===== config.mk =====
export PLATFORM = sky130hd
export DESIGN_NAME = ysyx_23060278_mdu_seq
export DESIGN_NICKNAME = d
export VERILOG_FILES = /design/src/rtl/ysyx_23060278_mdu_pkg.sv /design/src/rtl/ysyx_23060278_mdu_seq.sv
export SDC_FILE = /design/constraint.sdc
export NUM_CORES = 1
export LEC_CHECK = 0
export ABC_CLOCK_PERIOD_IN_PS = 3450
export BUFFER_PORTS_ARGS = -buffer_cell sky130_fd_sc_hd__buf_2
export CAP_MARGIN = 10
export CORE_AREA = 3 3 140 142
export CTS_CLUSTER_DIAMETER = 100
export DETAILED_ROUTE_END_ITERATION = 7
export DIE_AREA = 0 0 143 145
export PLACE_DENSITY = 0.81
export SLEW_MARGIN = 10
export SYNTH_ARGS = -nofsm -noshare
export SYNTH_HDL_FRONTEND = slang
export SYNTH_SLANG_ARGS = --single-unit

===== constraint.sdc =====
create_clock -name clk -period 3.45 [get_ports clk]
set_input_delay 0.345 -clock clk [delete_from_list [all_inputs] [get_ports clk]]
set_output_delay 0.345 -clock clk [all_outputs]
set_load 0.03 [all_outputs]

===== src/rtl/ysyx_23060278_mdu_pkg.sv =====
// Shared encodings for the multi-cycle multiply/divide sequencer:
// MDU ops, shared-ALU opcodes, FSM states and the datapath width.
package ysyx_23060278_mdu_pkg;

  localparam int MDU_XLEN = 32;

  localparam logic [1:0] MDU_MUL  = 2'b00;
  localparam logic [1:0] MDU_DIVU = 2'b01;
  localparam logic [1:0] MDU_REMU = 2'b10;

  localparam logic [2:0] ALU_ADD = 3'b000;
  localparam logic [2:0] ALU_SUB = 3'b001;

  localparam logic [1:0] ST_IDLE = 2'b00;
  localparam logic [1:0] ST_RUN  = 2'b01;
  localparam logic [1:0] ST_DONE = 2'b10;

  function automatic logic op_is_div(input logic [1:0] op);
    return (op == MDU_DIVU) || (op == MDU_REMU);
  endfunction

endpackage


===== src/rtl/ysyx_23060278_mdu_seq.sv =====
// Multiply/divide sequencer driving the core's shared add/sub ALU, one
// iteration per cycle. Optional macro: YSYX_23060278_MDU_ZERO_BYPASS_EN.
module ysyx_23060278_mdu_seq
  import ysyx_23060278_mdu_pkg::*;
#(
  parameter int XLEN  = MDU_XLEN,
  parameter int CNT_W = 6
) (
  input  logic            clk,
  input  logic            rst,
  input  logic            in_valid,
  output logic            in_ready,
  input  logic [1:0]      in_op,
  input  logic [XLEN-1:0] in_a,
  input  logic [XLEN-1:0] in_b,
  input  logic            flush,
  output logic            out_valid,
  input  logic            out_ready,
  output logic [XLEN-1:0] out_result,
  output logic [XLEN-1:0] alu_a,
  output logic [XLEN-1:0] alu_b,
  output logic [2:0]      alu_ctl,
  input  logic [XLEN-1:0] alu_result
);

`ifdef YSYX_23060278_MDU_ZERO_BYPASS_EN
  localparam bit ZERO_BYPASS = 1'b1;
`else
  localparam bit ZERO_BYPASS = 1'b0;
`endif

  localparam logic [CNT_W-1:0] LAST_ITER = CNT_W'(XLEN - 1);

  // acc: product (MUL) or partial remainder (DIV/REM).
  // src: shifting multiplicand or fixed divisor.
  // shf: multiplier shifted right or dividend shifted left.
  logic [1:0]      state_reg, state_next;
  logic [1:0]      op_reg, op_next;
  logic [CNT_W-1:0] cnt_reg, cnt_next;
  logic [XLEN-1:0] acc_reg, acc_next;
  logic [XLEN-1:0] src_reg, src_next;
  logic [XLEN-1:0] shf_reg, shf_next;
  logic [XLEN-1:0] quo_reg, quo_next;
  logic [XLEN-1:0] result_reg, result_next;

  logic [XLEN:0]   rs;
  logic            ge;
  logic            in_zero;
  logic [XLEN-1:0] zero_result;
  logic [XLEN-1:0] rem_step;
  logic [XLEN-1:0] quo_step;

  assign rs       = {acc_reg, shf_reg[XLEN-1]};
  assign ge       = rs[XLEN] | (rs[XLEN-1:0] >= src_reg);
  assign rem_step = ge ? alu_result : rs[XLEN-1:0];
  assign quo_step = {quo_reg[XLEN-2:0], ge};

  assign in_zero = op_is_div(in_op) ? (in_b == '0) : ((in_a == '0) || (in_b == '0));
  assign zero_result = (in_op == MDU_DIVU) ? '1 :
                       (in_op == MDU_REMU) ? in_a : '0;

  assign in_ready   = (state_reg == ST_IDLE);
  assign out_valid  = (state_reg == ST_DONE);
  assign out_result = result_reg;

  always_comb begin
    state_next  = state_reg;
    op_next     = op_reg;
    cnt_next    = cnt_reg;
    acc_next    = acc_reg;
    src_next    = src_reg;
    shf_next    = shf_reg;
    quo_next    = quo_reg;
    result_next = result_reg;
    alu_a       = '0;
    alu_b       = '0;
    alu_ctl     = ALU_ADD;

    case (state_reg)
      ST_IDLE: begin
        if (in_valid) begin
          op_next    = in_op;
          cnt_next   = '0;
          acc_next   = '0;
          quo_next   = '0;
          src_next   = op_is_div(in_op) ? in_b : in_a;
          shf_next   = op_is_div(in_op) ? in_a : in_b;
          state_next = ST_RUN;
          if (ZERO_BYPASS && in_zero) begin
            result_next = zero_result;
            state_next  = ST_DONE;
          end
        end
      end
      ST_RUN: begin
        cnt_next = cnt_reg + 1'b1;
        if (op_is_div(op_reg)) begin
          alu_ctl  = ALU_SUB;
          alu_a    = rs[XLEN-1:0];
          alu_b    = src_reg;
          acc_next = rem_step;
          quo_next = quo_step;
          shf_next = shf_reg << 1;
        end else begin
          alu_ctl  = ALU_ADD;
          alu_a    = acc_reg;
          alu_b    = src_reg & {XLEN{shf_reg[0]}};
          acc_next = alu_result;
          src_next = src_reg << 1;
          shf_next = shf_reg >> 1;
        end
        if (cnt_reg == LAST_ITER) begin
          state_next  = ST_DONE;
          result_next = (op_reg == MDU_DIVU) ? quo_step : acc_next;
        end
      end
      ST_DONE: begin
        if (out_ready) state_next = ST_IDLE;
      end
      default: state_next = ST_IDLE;
    endcase

    // Abort wins over any accept or completion in the same cycle.
    if (flush) state_next = ST_IDLE;
  end

  always_ff @(posedge clk) begin
    if (rst) begin
      state_reg  <= ST_IDLE;
      op_reg     <= '0;
      cnt_reg    <= '0;
      acc_reg    <= '0;
      src_reg    <= '0;
      shf_reg    <= '0;
      quo_reg    <= '0;
      result_reg <= '0;
    end else begin
      state_reg  <= state_next;
      op_reg     <= op_next;
      cnt_reg    <= cnt_next;
      acc_reg    <= acc_next;
      src_reg    <= src_next;
      shf_reg    <= shf_next;
      quo_reg    <= quo_next;
      result_reg <= result_next;
    end
  end

endmodule

==> results.md <==
- Setup Buffers After CTS: 0
- Post-DR wirelength/cell: between 15 and 20 um
- Final layout net count: 1393
- GP Congestion: about 0.86
- Pin slew with the least headroom to its limit: approximately 1.1 ns
- Layout cells sized above 1: between 20% and 30%
- Core footprint: approximately 19000 um2
- Vias/cell: approximately 5.8
- Clk_lat worst skew: around 0.43 ns
- Maxcap violations: 0
- Slew Viols, Final: 0
- Seq/Total Area, Yosys: between 30% and 40%
- N_diodes: 0
- Asr flop ratio synth: 0%
- Synth unique cells: 44
- Leak: just under 0.005 uW
- Die Y: approximately 150 um
- Count leader, synth: dfxtp_1
- Critical path startpoint category: flip-flop
- Synth Register Bits: 169
- PwrDens: approximately 450 nW/um2
- Final hold viol count: 0
- Via count: 8752
- EDFF count, synth: 0
- YS warnings: 0
- Clk pin slew, worst setup/hold paths: around 0.07 ns
- Post-CTS Hold Buffers: 0
- Clock Path Buffers: 2
- Syn Area/Cell: ~8.3 um2
- Starting Density: just under 50%
- Clk_skew: a little under 0.01 ns
- GRT Total Usage: ~25%
- Root Buffer: clkbuf_16
- CP endpoint kind: output pin
- Worst-path fanout max: 45
- Setup violators final: 0
- RSZ-0062 raised after global routing: false
- CTS resizes: 0
- Final Cell Area: roughly 11000 um2
- Hold WC Path Type: primary input to flip-flop
- Reg area: approximately 3400 um2
- Status: finished clean
- Placed cell areas: 10390 um2
- Total CTS buffers: 17
- Worst setup path category: flip-flop to output pin
- # IOs: ~200
- Htree depth: 4
- CTS tree: yes
- Commonest cells in the netlist: dfxtp_1 (169), mux2i_1 (127), nand2_1 (117)
- GRT overflow: 0
- CP Data Required Time: 3.11 ns
- Post-place setup slack: 0.6458 ns
- Top post-synthesis cells by area: dfxtp_1 (37%), mux2i_1 (14%), a211oi_1 (5.4%)
- Final setup TNS: 0 ns
- FILL cells: between 1.5k and 2k
- VDD IR max: around 0.26 mV
- Number of remaining DRC errors: 0
- Min Hold Slack: roughly 0.11 ns
- Final worst slack: approximately 0.36 ns
- Yosys top cell area share: 36.62%
- Achievable frequency: roughly 320 MHz
- # rows: 50
- Vias in the first global route: approximately 8.3k
- Syn-to-layout area delta: 18.89%
- Final wirelength: around 26000 um
- Crit path time final: just over 3 ns
- HPWL after DPL: 18670 um
- Core Util, Final: between 50% and 60%
- Die W: ~140 um
- CTS sink cnt: approximately 170
- Drt first pass iters: 6
- First-pass GRT wire length: between 40000 and 50000 um
- Synth Flop Type: dfxtp_1
- 1st-iter DRT viols: 821
- Post-synthesis instance area: between 9000 and 10000 um2
- Initial antenna violation count: 0
- Worst slew margin: between 20% and 30%
- Final worst-path cycle share: 89.66%
- Crit path DAT: between 2 and 3 ns
- Die ar.: just over 20000 um2
- Port-buffer cells: ~200
- Multi-input gate area: approximately 5400 um2
- Largest net degree at the start of global routing: 73
- Cell accounting for the most synthesized area: dfxtp_1
- DRT antenna net count: 0
- Synth Instances: 1108
==> where the power goes <==
group / switching (uW) / internal [uW] / total (uW)
logic: 487 / 359 / 846
clock network: 849 / 1080 / 1930
registers: 84.3 / 2030 / 2110
==> layer usage <==
metal  wire (um)  up-vias  share of wire [%]  track usage [%]
li1            -     4264                  -                -
met3        1402       51                5.3            4.054
met1       12160     4158                 46            35.02
met2       12270      279                 46            39.71
met4         613        0                2.3            8.270
met5           0        -                  0                0
==> critical path, stage by stage (launching register included) <==
cell     delay (ns)
dfxtp_1        0.33
inv_1          0.07
ha_4           0.76
buf_4          0.54
mux2i_1        0.33
nor2_1         0.07
buf_2          0.18
==> final cells by class <==
cell class	instances	share of cell area, %
inverters	34	1.162
multi-input cells	812	49.25
well taps	234	2.666
repair buffers	222	10.73
clock buffers	17	3.873
flip-flops and latches	169	30.80
clock inverters	15	1.515
==> cell usage in the layout, fill, tap and decap left out, drive strengths merged, types with 3 or more instances in the layout <==
master / n
inv: 39
a21oi: 53
nor3: 4
dfxtp: 169
clkinv: 6
mux2: 31
buf: 222
o21ai: 39
and3: 31
nor2: 110
and2: 34
nand3: 38
nand4: 4
o21a: 3
nand2: 117
nand2b: 4
a22oi: 31
a211oi: 67
o211ai: 3
a31oi: 31
mux2i: 127
clkbuf: 17
o22ai: 32
ha: 34
==> worst paths after layout <==
check              startpoint             end  slack, ns  cells past startpoint
hold reg to reg     op_reg[1]       op_reg[1]       0.46                      2
setup / recovery    op_reg[1]        alu_a[0]       0.36                      6
setup reg to reg  src_reg[15]  out_result[22]       0.61                     10
hold / removal          flush    state_reg[1]       0.11                      2
==> kinds of logic (layout without fill, tap and decap cells) <==
family,after synthesis,count (layout),share of synthesized area [%]
and+or+nand+nor,353,353,17.31
AOI/OAI and AO/OA,264,264,18.22
DFF,169,169,36.62
muxes,158,158,17.54
buffers and inverters,128,288,5.567
adders and majority gates,34,34,4.605
other,1,2,0.04059
xor gates and xnor gates,1,1,0.09483
==> metrics by stage <==
| step | total power (uW) | instances |
|---|---|---|
| 4_1_cts | 4897 | 1503 |
| 3_3_place_gp | 2977 | 1471 |
| 3_5_place_dp | 2996 | 1471 |
| 5_1_grt | 5085 | 1503 |
| 2_1_floorplan | 2748 | 1109 |
| 6_report | 4890 | 1503 |
Note: power is estimated with default switching activity, not from simulation.
